$ cat src/rtl/fsm_mon_pkg.sv
// rtl/fsm_mon_pkg.sv - shared constants and transition rules for the ring FSM monitor
package fsm_mon_pkg;

    localparam int ST_W          = 3;
    localparam int NUM_STATES    = 7;
    localparam int CNT_W_DEF     = 16;
    localparam int LOG_DEPTH_DEF = 8;

    // Log entry layout: {from, to, dwell}, from in the MSBs
    localparam int DWELL_LSB = 0;

    typedef logic [ST_W-1:0] st_t;

    function automatic int to_lsb(input int cnt_w);
        return cnt_w;
    endfunction

    function automatic int from_lsb(input int cnt_w);
        return cnt_w + ST_W;
    endfunction

    function automatic st_t succ(input st_t f, input int num_states);
        return (int'(f) == num_states - 1) ? '0 : st_t'(f + 1'b1);
    endfunction

    // A jump to state 0 is the FSM's own synchronous reset and is always allowed
    function automatic logic is_legal(input st_t from, input st_t to, input int num_states);
        return (to == '0) || (to == succ(from, num_states));
    endfunction

endpackage

$ cat src/rtl/fsm_mon_fifo.sv
// rtl/fsm_mon_fifo.sv - show-ahead synchronous FIFO holding transition log entries
module fsm_mon_fifo #(
    parameter int WIDTH = 22,
    parameter int DEPTH = 8
) (
    input  logic                       clock,
    input  logic                       reset,
    input  logic                       flush,
    input  logic                       push,
    input  logic [WIDTH-1:0]           push_data,
    input  logic                       pop,
    output logic [WIDTH-1:0]           head,
    output logic                       valid,
    output logic [$clog2(DEPTH):0]     count,
    output logic                       full
);

    localparam int AW = $clog2(DEPTH);

    logic [WIDTH-1:0] mem [DEPTH];
    logic [AW-1:0]    rd_ptr;
    logic [AW-1:0]    wr_ptr;
    logic             do_pop;
    logic             do_push;

    assign valid   = (count != '0);
    assign full    = (count == (AW+1)'(DEPTH));
    assign head    = valid ? mem[rd_ptr] : '0;
    assign do_pop  = pop && valid;
    // A pop in the same cycle frees the slot the push needs
    assign do_push = push && (!full || do_pop);

    always_ff @(posedge clock or negedge reset) begin
        if (!reset) begin
            rd_ptr <= '0;
            wr_ptr <= '0;
            count  <= '0;
            for (int i = 0; i < DEPTH; i++) begin
                mem[i] <= '0;
            end
        end else if (flush) begin
            rd_ptr <= '0;
            wr_ptr <= '0;
            count  <= '0;
        end else begin
            if (do_push) begin
                mem[wr_ptr] <= push_data;
                wr_ptr      <= wr_ptr + 1'b1;
            end
            if (do_pop) begin
                rd_ptr <= rd_ptr + 1'b1;
            end
            case ({do_push, do_pop})
                2'b10:   count <= count + 1'b1;
                2'b01:   count <= count - 1'b1;
                default: count <= count;
            endcase
        end
    end

endmodule

$ cat src/rtl/fsm_monitor.sv
// rtl/fsm_monitor.sv - ring FSM observer: dwell timing, transition log, error and wrap tracking
module fsm_monitor
    import fsm_mon_pkg::*;
#(
    parameter int CNT_W      = 16,
    parameter int LOG_DEPTH  = 8,
    parameter int NUM_STATES = 7
) (
    input  logic                         clock,
    input  logic                         reset,
    input  logic [2:0]                   st_in,
    input  logic                         clear,
    input  logic                         log_ready,
    output logic                         log_valid,
    output logic [CNT_W+5:0]             log_data,
    output logic [$clog2(LOG_DEPTH):0]   log_count,
    output logic                         overflow,
    output logic                         err_illegal,
    output logic [2:0]                   err_state,
    output logic [CNT_W-1:0]             wrap_count,
    output logic [CNT_W-1:0]             dwell_cur
);

    localparam int LW       = CNT_W + 2 * ST_W;
    localparam int TO_LSB   = to_lsb(CNT_W);
    localparam int FROM_LSB = from_lsb(CNT_W);
    localparam logic [CNT_W-1:0] CNT_MAX = '1;
    localparam st_t LAST_ST = st_t'(NUM_STATES - 1);

    st_t            prev_st;
    logic           primed;
    logic           change;
    logic           bad_sample;
    logic           err_evt;
    logic           wrap_evt;
    logic           push;
    logic           pop;
    logic           full;
    logic [LW-1:0]  entry;

    assign change     = primed && (st_in != prev_st);
    assign bad_sample = (int'(st_in) >= NUM_STATES);
    assign err_evt    = bad_sample || (change && !is_legal(prev_st, st_in, NUM_STATES));
    assign wrap_evt   = change && (prev_st == LAST_ST) && (st_in == '0);
    assign push       = change && !clear;
    assign pop        = log_valid && log_ready;

    always_comb begin
        entry = '0;
        entry[DWELL_LSB +: CNT_W] = dwell_cur;
        entry[TO_LSB    +: ST_W]  = st_in;
        entry[FROM_LSB  +: ST_W]  = prev_st;
    end

    fsm_mon_fifo #(
        .WIDTH (LW),
        .DEPTH (LOG_DEPTH)
    ) u_log (
        .clock     (clock),
        .reset     (reset),
        .flush     (clear),
        .push      (push),
        .push_data (entry),
        .pop       (pop),
        .head      (log_data),
        .valid     (log_valid),
        .count     (log_count),
        .full      (full)
    );

    // Sampler and dwell counter run regardless of clear
    always_ff @(posedge clock or negedge reset) begin
        if (!reset) begin
            prev_st   <= '0;
            primed    <= 1'b0;
            dwell_cur <= '0;
        end else begin
            prev_st <= st_in;
            primed  <= 1'b1;
            if (!primed || change) begin
                dwell_cur <= CNT_W'(1);
            end else if (dwell_cur != CNT_MAX) begin
                dwell_cur <= dwell_cur + 1'b1;
            end
        end
    end

    always_ff @(posedge clock or negedge reset) begin
        if (!reset) begin
            overflow    <= 1'b0;
            err_illegal <= 1'b0;
            err_state   <= '0;
            wrap_count  <= '0;
        end else if (clear) begin
            overflow    <= 1'b0;
            err_illegal <= 1'b0;
            err_state   <= '0;
            wrap_count  <= '0;
        end else begin
            if (push && full && !pop) begin
                overflow <= 1'b1;
            end
            // err_state keeps the first offending sample only
            if (err_evt) begin
                err_illegal <= 1'b1;
                if (!err_illegal) begin
                    err_state <= st_in;
                end
            end
            if (wrap_evt && (wrap_count != CNT_MAX)) begin
                wrap_count <= wrap_count + 1'b1;
            end
        end
    end

endmodule

$ cat config.mk
export PLATFORM = sky130hd
export DESIGN_NAME = fsm_monitor
export DESIGN_NICKNAME = d
export VERILOG_FILES = /design/src/rtl/fsm_mon_pkg.sv /design/src/rtl/fsm_mon_fifo.sv /design/src/rtl/fsm_monitor.sv
export SDC_FILE = /design/constraint.sdc
export NUM_CORES = 1
export LEC_CHECK = 0
export BUFFER_PORTS_ARGS = -buffer_cell sky130_fd_sc_hd__buf_2
export CORE_MARGIN = 2
export CORE_UTILIZATION = 54
export CTS_CLUSTER_DIAMETER = 200
export DETAILED_ROUTE_END_ITERATION = 10
export PLACE_DENSITY = 0.75
export SYNTH_ARGS = -nofsm -noshare
export SYNTH_HDL_FRONTEND = slang
export SYNTH_HIERARCHICAL = 1
export SYNTH_SLANG_ARGS = --single-unit
$ cat constraint.sdc
create_clock -name clock -period 3.64 [get_ports clock]
set_input_delay 0.728 -clock clock [delete_from_list [all_inputs] [get_ports clock]]
set_output_delay 0.728 -clock clock [all_outputs]
set_load 0.03 [all_outputs]
==> results.sh <==
export IMPL_status="finished clean"
export IMPL_dr_first_iter_drc_count=401
export IMPL_netlist_instances=786
export IMPL_gp_congestion=0.769
export IMPL_drive_gt1_share_pct=41.8
export IMPL_cp_slowest_cell="o21a_1"
export IMPL_drcViolationCount=0
export IMPL_crit_buf_inv=0
export IMPL_cts_buffers=24
export IMPL_cp_top_family="compound AO/OA/AOI/OAI gates"
export IMPL_timing_fmax_mhz=300
export IMPL_grt_overflow=0
export IMPL_route_vias_total=6733
export IMPL_num_antenna_cells=0
export IMPL_synth_edf_count=0
export IMPL_fin_crit_ns=3.33
export IMPL_grt_pass1_wl_um=38700
export IMPL_synth_area_leaders="dfrtp_1 51%, mux2_2 13%, mux4_2 8.8%"
export IMPL_min_delay_path_class="input port to async pin"
export IMPL_setup_slack_ns=0.312
export IMPL_h_tree_depth=1
export IMPL_cts_setup_buffers=0
export IMPL_grt_pass1_vias=7054
export IMPL_routed_wl_um=23000
export IMPL_power_density_mw_per_mm2=426
export IMPL_cts_tree="done"
export IMPL_grtUsageTotal_pct=22.0
export IMPL_coreArea_mm2=0.0204
export IMPL_wl_per_cell_um=20.3
export IMPL_drt_first_pass_iters=4
export IMPL_clock_tree_buffer_depth=3
export IMPL_critical_path_class="flip-flop to flip-flop"
export IMPL_areaGrowthSynthToFinish_pct=11.0
export IMPL_clk_pin_slew_ns=0.06
export IMPL_hold_viol_final=0
export IMPL_holdBufCountCts=0
export IMPL_ant_nets=0
export IMPL_rows=52
export IMPL_dp_hpwl_um=14300
export IMPL_p_leak_nw=5.93
export IMPL_instances_no_fill=1136
export IMPL_finalClockSkew_ns=0.0114
export IMPL_ys_seq_area_share_pct=50.5
export IMPL_finalMaxSlewViolations=0
export IMPL_ys_ff_latch=227
export IMPL_post_place_cells=1096
export IMPL_setup_viol_count_final=0
export IMPL_critical_path_depth=6
export IMPL_die_w_um=148
export IMPL_worstSkewPairLatency_ns=0.52
export IMPL_numPortBuffers=70
export IMPL_synth_ff_type="dfrtp_1"
export IMPL_relSlewSlack_pct=41.3
export IMPL_cp_required_ns=4.03
export IMPL_grt_max_degree=101
export IMPL_worst_ep_arrival_time_ns=3.72
export IMPL_cp_cell_sequence="xor2_2 > o31a_4 > nor2b_1 > o21a_1 > nand4_4 > mux2_4"
export IMPL_ios=71
export IMPL_vdd_ir_drop_max_mv=0.275
export IMPL_synth_area_per_cell_um2=14.3
export IMPL_post_cts_resized=0
export IMPL_endpoint_kind="flip-flop"
export IMPL_ys_types=67
export IMPL_die_area_mm2=0.0220
export IMPL_yosysWarnings=6
export IMPL_pre_cts_slack_ns=0.0875
export IMPL_viasPerCell=5.93
export IMPL_async_reset_ff_share_pct=100
export IMPL_reg2reg_depth=6
export IMPL_tightestPinTransition_ns=0.869
export IMPL_max_stage_delay_ns=0.69
export IMPL_synth_area_leader_cell="dfrtp_1"
export IMPL_crit_fanout=22
export IMPL_rsz0062_at_grt="false"
export IMPL_fin_crit_sh_pct=91.4
export IMPL_fin_nets=865
export IMPL_initial_utilization_pct=55.2
export IMPL_synth_nets=799
export IMPL_cts_sinks=227
export IMPL_antenna_found_initial=0
export IMPL_drv_cap=0
export IMPL_die_y_um=148
export IMPL_cts_root_buf="clkbuf_16"
export IMPL_critPathLaunchType="flip-flop"
export IMPL_syn_area_mm2=0.0112
export IMPL_yosysTopAreaCellShare_pct=50.5
export IMPL_setup_tns_ns=0
-- layout by cell type (no fill, tap or decap), types with 8 or more instances in the layout --
cell type	netlist	layout
a21oi_1	21	21
buf_2	5	69
buf_4	2	16
clkbuf_16	0	25
clkbuf_8	0	8
dfrtp_1	227	225
inv_1	10	10
mux2_1	8	8
mux2_2	130	130
mux2_4	40	40
mux2i_1	24	24
mux4_2	44	44
nand2_1	16	16
nand3_1	10	10
nor2_1	53	53
nor3_1	9	9
o21ai_0	8	8
o31ai_1	11	11
or4_1	12	12
xor2_1	13	13
-- metal layers --
metal | wire length, µm | global-route usage (%)
met1 | 10700 | 32.6
met2 | 11000 | 34.9
met3 | 940 | 3.04
met4 | 436 | 5.24
met5 | 0 | 0
-- per-stage QoR --
stage | hold WS, ns | power, mW | utilization (%) | area, µm²
finish | 0.244 | 5.32 | 61.3 | 12500
global route | 0.318 | 5.52 | 61.3 | 12500
CTS | 0.293 | 5.38 | 61.3 | 12500
detailed placement | 0.480 | 3.01 | 57.5 | 11700
global placement | 0.469 | 3.00 | 57.5 | 11700
floorplan | 0.432 | 2.88 | - | 11200
-- cells by family after synthesis --
family | count (synthesis) | share of synthesized area [%]
other | 1 | 0.0333
XOR/XNOR | 19 | 1.61
adder cells (fa/ha/maj) | 6 | 0.667
buffers and inverters | 58 | 3.87
AO/OA/AOI/OAI | 70 | 4.35
multiplexers | 246 | 30.1
flip-flops | 227 | 50.5
AND/OR/NAND/NOR | 159 | 8.86
-- registers in the layout, summed over array words and instances, names as in the netlist --
name,flops
overflow,1
primed,1
err_illegal,1
wrap_count,16
u_log/mem,176
u_log/count,4
dwell_cur,16
u_log/wr_ptr,3
prev_st,3
u_log/rd_ptr,3
err_state,3
-- worst paths after layout --
kind,startpoint,end,slack [ns]
min in group clock,u_log/mem[100],u_log/mem[100],0.49
max reg2reg,prev_st[2],u_log/mem[15],0.31
max,prev_st[2],u_log/mem[15],0.31
min reg2reg,u_log/mem[100],u_log/mem[100],0.49
min,reset,u_log/mem[61],0.24
max in group asynchronous,reset,u_log/mem[172],2.53
-- cell type report --
| cell class | count | area [µm²] |
|---|---|---|
| sequential | 227 | 5690 |
| tap | 270 | 338 |
| fill | 1539 | 7880 |
| clock inverter | 1 | 5.00 |
| multi-input combinational | 501 | 5140 |
| inverter | 10 | 37.5 |
| timing repair buffer | 88 | 520 |
| clock buffer | 39 | 758 |
-- cells in the mapped netlist (all sizes together) (4+ instances only) --
master and number:
a211oi 5, a21oi 21, a31oi 5, and2 6, and3 8, buf 31, clkbuf 17, dfrtp 227
ha 6, inv 10, mux2 178, mux2i 24, mux4 44, nand2 17, nand3 17, nand4 9
nor2 53, nor2b 7, nor3 10, o21ai 10, o31ai 11, or4 12, xnor2 4, xor2 15
-- power breakdown --
part	switching [mW]	internal, mW
Clock	0.952	1.41
Combinational	0.185	0.128
Sequential	0.0492	2.59
Total	1.19	4.13
-- worst reg2reg max path, cell delays in order (launching register included) --
cell     delay, ns
dfrtp_1       0.62
xor2_2        0.24
o31a_4        0.27
nor2b_1       0.21
o21a_1        0.69
nand4_4       0.67
mux2_4        0.52
Power figures use the tool's default switching activity.
